$ cat config.mk
export PLATFORM = sky130hd
export DESIGN_NAME = gpio_io_bridge
export DESIGN_NICKNAME = d
export VERILOG_FILES = /design/src/rtl/gpio_io_bridge.sv
export SDC_FILE = /design/constraint.sdc
export NUM_CORES = 1
export LEC_CHECK = 0
export BUFFER_PORTS_ARGS = -buffer_cell sky130_fd_sc_hd__buf_4
export CAP_MARGIN = 20
export CORE_ASPECT_RATIO = 0.75
export CORE_MARGIN = 4
export CORE_UTILIZATION = 37
export CTS_BUF_LIST = sky130_fd_sc_hd__clkbuf_4 sky130_fd_sc_hd__clkbuf_8
export DETAILED_ROUTE_END_ITERATION = 10
export SYNTH_ARGS = -nofsm -noshare
export SYNTH_HDL_FRONTEND = slang
export SYNTH_SLANG_ARGS = --single-unit
export TNS_END_PERCENT = 100
$ cat constraint.sdc
create_clock -name clk -period 4.96 [get_ports clk]
set_input_delay 0.248 -clock clk [delete_from_list [all_inputs] [get_ports clk]]
set_output_delay 0.248 -clock clk [all_outputs]
set_load 0.05 [all_outputs]
$ cat src/rtl/gpio_io_bridge.sv
// Board-side GPIO bridge: debounced switch word in, CPU output word shown in decimal on eight 7-segment displays.
// Optional macro LEADING_ZERO_BLANK_EN blanks the digits above the most significant nonzero digit.
module gpio_io_bridge #(
  parameter int SW_W            = 18,
  parameter int DEBOUNCE_CYCLES = 50000
) (
  input  logic            clk,
  input  logic            rst_n,
  input  logic [SW_W-1:0] sw,
  output logic [31:0]     sw_word,
  input  logic [31:0]     gpio_word,
  output logic [6:0]      hex0,
  output logic [6:0]      hex1,
  output logic [6:0]      hex2,
  output logic [6:0]      hex3,
  output logic [6:0]      hex4,
  output logic [6:0]      hex5,
  output logic [6:0]      hex6,
  output logic [6:0]      hex7,
  output logic            busy,
  output logic            overflow
);

  localparam int                CNT_W   = $clog2(DEBOUNCE_CYCLES);
  localparam logic [CNT_W-1:0]  CNT_MAX = CNT_W'(DEBOUNCE_CYCLES - 1);
  localparam logic [6:0]        SEG_ZERO  = 7'b1000000;
  localparam logic [6:0]        SEG_BLANK = 7'b1111111;
`ifdef LEADING_ZERO_BLANK_EN
  localparam logic [55:0]       HEX_RESET = {{7{SEG_BLANK}}, SEG_ZERO};
`else
  localparam logic [55:0]       HEX_RESET = {8{SEG_ZERO}};
`endif

  typedef enum logic [1:0] {ST_IDLE, ST_SHIFT, ST_LOAD} state_t;

  function automatic logic [6:0] seg7(input logic [3:0] digit);
    logic [6:0] seg;
    case (digit)
      4'd0:    seg = 7'b1000000;
      4'd1:    seg = 7'b1111001;
      4'd2:    seg = 7'b0100100;
      4'd3:    seg = 7'b0110000;
      4'd4:    seg = 7'b0011001;
      4'd5:    seg = 7'b0010010;
      4'd6:    seg = 7'b0000010;
      4'd7:    seg = 7'b1111000;
      4'd8:    seg = 7'b0000000;
      4'd9:    seg = 7'b0010000;
      default: seg = SEG_BLANK;
    endcase
    return seg;
  endfunction

  // Walk from the top digit down; once a digit is shown, every lower digit is shown too.
  function automatic logic [55:0] encode_digits(input logic [31:0] digits);
    logic [55:0] segs;
    logic        seen;
    segs = '0;
    seen = 1'b0;
    for (int i = 7; i >= 0; i--) begin
`ifdef LEADING_ZERO_BLANK_EN
      if ((digits[i*4 +: 4] != 4'd0) || (i == 0)) begin
        seen = 1'b1;
      end else begin
        seen = seen;
      end
`else
      seen = 1'b1;
`endif
      segs[i*7 +: 7] = seen ? seg7(digits[i*4 +: 4]) : SEG_BLANK;
    end
    return segs;
  endfunction

  logic [SW_W-1:0]  r_sync1;
  logic [SW_W-1:0]  r_sync2;
  logic [SW_W-1:0]  r_stable;
  logic [CNT_W-1:0] r_db_cnt [SW_W];
  logic [31:0]      r_sw_word;

  state_t           r_state;
  logic [31:0]      r_last;
  logic [31:0]      r_bin;
  logic [39:0]      r_bcd;
  logic [4:0]       r_cnt;
  logic             r_busy;
  logic             r_ovf;
  logic [55:0]      r_hex;
  logic [39:0]      w_bcd_adj;

  // Two-flop synchronizer for the raw switch levels.
  always_ff @(posedge clk or negedge rst_n) begin
    if (!rst_n) begin
      r_sync1 <= '0;
      r_sync2 <= '0;
    end else begin
      r_sync1 <= sw;
      r_sync2 <= r_sync1;
    end
  end

  // Per-bit debounce: a change is accepted only after DEBOUNCE_CYCLES consecutive differing cycles.
  always_ff @(posedge clk or negedge rst_n) begin
    if (!rst_n) begin
      r_stable <= '0;
      for (int i = 0; i < SW_W; i++) r_db_cnt[i] <= '0;
    end else begin
      for (int i = 0; i < SW_W; i++) begin
        if (r_sync2[i] != r_stable[i]) begin
          if (r_db_cnt[i] == CNT_MAX) begin
            r_stable[i] <= r_sync2[i];
            r_db_cnt[i] <= '0;
          end else begin
            r_db_cnt[i] <= r_db_cnt[i] + CNT_W'(1);
          end
        end else begin
          r_db_cnt[i] <= '0;
        end
      end
    end
  end

  // Registered, zero-extended switch word for the CPU.
  always_ff @(posedge clk or negedge rst_n) begin
    if (!rst_n) begin
      r_sw_word <= 32'd0;
    end else begin
      r_sw_word <= 32'(r_stable);
    end
  end

  // Double-dabble correction: nibbles of 5 or more get 3 added before each shift.
  always_comb begin
    w_bcd_adj = r_bcd;
    for (int i = 0; i < 10; i++) begin
      if (r_bcd[i*4 +: 4] >= 4'd5) begin
        w_bcd_adj[i*4 +: 4] = r_bcd[i*4 +: 4] + 4'd3;
      end else begin
        w_bcd_adj[i*4 +: 4] = r_bcd[i*4 +: 4];
      end
    end
  end

  // Conversion FSM: capture on change, 32 shifts, then load the displays.
  always_ff @(posedge clk or negedge rst_n) begin
    if (!rst_n) begin
      r_state <= ST_IDLE;
      r_last  <= 32'd0;
      r_bin   <= 32'd0;
      r_bcd   <= 40'd0;
      r_cnt   <= 5'd0;
      r_busy  <= 1'b0;
      r_ovf   <= 1'b0;
      r_hex   <= HEX_RESET;
    end else begin
      case (r_state)
        ST_IDLE: begin
          if (gpio_word != r_last) begin
            r_bin   <= gpio_word;
            r_last  <= gpio_word;
            r_bcd   <= 40'd0;
            r_cnt   <= 5'd0;
            r_busy  <= 1'b1;
            r_state <= ST_SHIFT;
          end
        end
        ST_SHIFT: begin
          {r_bcd, r_bin} <= {w_bcd_adj[38:0], r_bin, 1'b0};
          r_cnt <= r_cnt + 5'd1;
          if (r_cnt == 5'd31) r_state <= ST_LOAD;
        end
        ST_LOAD: begin
          r_hex   <= encode_digits(r_bcd[31:0]);
          r_ovf   <= (r_bcd[39:32] != 8'd0);
          r_busy  <= 1'b0;
          r_state <= ST_IDLE;
        end
        default: begin
          r_busy  <= 1'b0;
          r_state <= ST_IDLE;
        end
      endcase
    end
  end

  assign sw_word  = r_sw_word;
  assign busy     = r_busy;
  assign overflow = r_ovf;
  assign hex0     = r_hex[6:0];
  assign hex1     = r_hex[13:7];
  assign hex2     = r_hex[20:14];
  assign hex3     = r_hex[27:21];
  assign hex4     = r_hex[34:28];
  assign hex5     = r_hex[41:35];
  assign hex6     = r_hex[48:42];
  assign hex7     = r_hex[55:49];

endmodule
==> metrics <==
status=finished clean; Crit path required time=5.52 ns; Final setup viols=0; most common cell after layout, fill and taps aside=dfrtp_1; final hold slack=0.209 ns; Tcrit/Tclk final=54.0%; Final min period=2.68 ns; sequential fraction of the synthesis area=53.0%; initial antenna violation count=1; largest net degree at the start of global routing=150; Post-synth EDFFs=0; First-pass DRT Iterations=5; static leakage=13.1 nW; Max-slew headroom=36.1%; Startpoint Class=flip-flop; crit path capture type=flip-flop; Core Box Area=0.0669 sq mm; Inserted Clock Buffers=90; pin slew with the least headroom to its limit=0.957 ns; gr ovfl total=0; Total GRT Usage=15.3%; peak fanout along the critical path=34; initial core utilization=37.4%; antenna viol nets, final=0; ys async rst share=100%; yosys warns=0; WL/cell=14.8 um; final std cells w/o fill=3,668; # hold bufs at CTS=51; placed wire-length estimate=35,900 um; die boundary width=308 um; Slowest cell on crit path=dfrtp_1; critical path type=reg -> reg; Placer Congestion=0.828; Synth Flop Type=dfrtp_1; H-tree levels=3; sequential cell fraction of total power=42.5%; sw frac=33.6%; Die Height=233 um; CTS tree=yes; drt total wl=54,300 um; placement row count=82; Top cell by count, worst path=buf_4; f_max=373 MHz; Setup TNS=0 ns; clk_lat worst skew=0.67 ns; Max Root-Sink Buffers=3; worst path arrival time=3.24 ns; max_cap viols=0; vias post-DR=18,288; internal power=8.10 mW; fin nets=2,834; Mapped Cells=2,513; fraction of layout cells with a size suffix above 1=12.8%; first-pass GRT wire length=92,200 um; flops & latches, synth=529; Max VDD drop=0.343 mV; setup bufs post-CTS=0; Post-route DRC=0; syn avg cell area=9.95 sq um; number of global-route vias before repair=18,622; initial DRC count=1,124; dpl cells=3,450; final hold violations=0; clock share of power=34.5%; crit path cell chain=xnor2_1 > nand4_1 > nor4_4 > buf_4 > a21boi_4 > buf_4 > o31ai_1; Vias per Instance=4.99; Clock transition at path regs=0.06 ns; cell family with most CP delay=buffers and inverters; PortBufs=127; Final Max Tran Viols=0; die area=0.0718 sq mm; RSZ-0062 raised after global routing=false; WP buf/inv=2; cell area after synthesis=0.0250 sq mm; Max stage delay on crit path=0.39 ns; clock sink count=529; Power Dens Cells=416 mW/mm^2; post_cts resized=0; Layout area overhead=17.4%; root buf cell=clkbuf_8; switching pwr=4.11 mW; post-synth cell types=51; utilization after layout=43.9%; commonest non-fill, non-tap cells in the layout=dfrtp_1, nor2_1, nand2_1, xnor2_1, buf_4; Comb pwr share=23.0%; Clock Skews=0.0285 ns; Worst Hold Class=in -> async; I/O pins=142
[layout make-up]
type                       count  area (sq um)
fill                        6395         37500
antenna                        1          2.50
sequential                   529         13200
timing repair buffer         197          1680
clock inverter                15           100
clock buffer                 149          1870
tap                          882          1100
inverter                      99           372
multi-input combinational   1796         11000
[through the flow]
step / worst slack (ns) / total power, mW / instance area [sq um]
floorplan: 3.13 / 7.12 / 25100
global placement: 1.97 / 7.98 / 26800
detailed placement: 1.85 / 8.05 / 26800
CTS: 1.82 / 12.4 / 29300
global route: 2.14 / 12.9 / 29400
finish: 2.28 / 12.2 / 29400
[registers in the layout (all words and copies together) (netlist names)]
signal / cells
r_db_cnt: 288
sw_word: 18
r_last: 32
busy: 1
r_sync2: 18
overflow: 1
r_state: 2
r_bcd: 40
r_cnt: 5
r_bin: 32
r_stable: 18
r_hex: 56
r_sync1: 18
[per-layer routing]
layer / vias to the layer above / track usage (%) / wire length [um] / part of all wire [%]
li1: 8987 / - / - / -
met1: 8889 / 21.0 / 25700 / 47
met2: 305 / 24.0 / 24800 / 46
met3: 107 / 3.34 / 2380 / 4.4
met4: 0 / 5.34 / 1430 / 2.6
met5: - / 0 / 0 / 0
[cells in the mapped netlist (3+ instances only)]
cell	instances	area (sq um)
buf_4	18	135
mux2_2	24	270
or2_2	6	37.5
a31oi_1	4	25.0
o21ai_0	56	280
a311o_1	31	310
o211ai_1	6	45.0
or3_1	6	37.5
nand2b_1	11	68.8
nor4b_1	20	175
xor2_1	122	1070
o22ai_1	66	413
dfstp_2	8	210
nand2_1	259	972
and3_1	64	400
nor4_1	18	113
a22o_1	30	263
a221oi_1	4	35.0
mux2i_1	5	50.1
buf_2	13	65.1
nor2b_1	7	43.8
and2_1	7	43.8
nand3_1	117	586
nor2_1	364	1370
a21oi_1	91	455
clkbuf_1	70	263
dfrtp_1	521	13000
o21bai_1	4	30.0
ha_1	69	863
o31ai_1	27	203
and4_1	6	52.6
xnor2_1	196	1720
inv_1	98	368
nor3b_1	3	22.5
o21a_1	6	45.0
nor3_1	76	380
a21o_1	6	45.0
nand4_1	56	350
[kinds of logic after synthesis]
group	count (synthesis)	synth area share, %
AOI/OAI and AO/OA	342	8.96
xor gates and xnor gates	318	11.1
adders and majority gates	69	3.45
buffers and inverters	201	3.35
DFF	529	53.0
muxes	29	1.28
other	1	0.0150
and+or+nand+nor	1024	18.8
[power groups by stage]
| stage | logic [mW] | registers (mW) | clock network, mW |
|---|---|---|---|
| global placement | 2.75 | 5.24 | 0 |
| finish | 2.81 | 5.18 | 4.21 |
| floorplan | 1.23 | 5.89 | 0 |
| detailed placement | 2.80 | 5.26 | 0 |
| global route | 3.07 | 5.25 | 4.59 |
| CTS | 2.84 | 5.18 | 4.39 |
[path summary, 6_finish.rpt]
check                                start       endpoint  slack [ns]  cells past startpoint
worst min-delay path                 rst_n  r_db_cnt[116]        0.21                      2
max in group asynchronous            rst_n      r_bin[29]        3.44                      3
worst min register to register  r_sync1[3]     r_sync2[3]        0.34                      0
worst max register to register  r_last[26]       r_bcd[0]        2.28                      7
worst max-delay path            r_last[26]       r_bcd[0]        2.28                      7
min in group clk                    sw[11]    r_sync1[11]        0.22                      2
(Power assumes the default switching activity.)
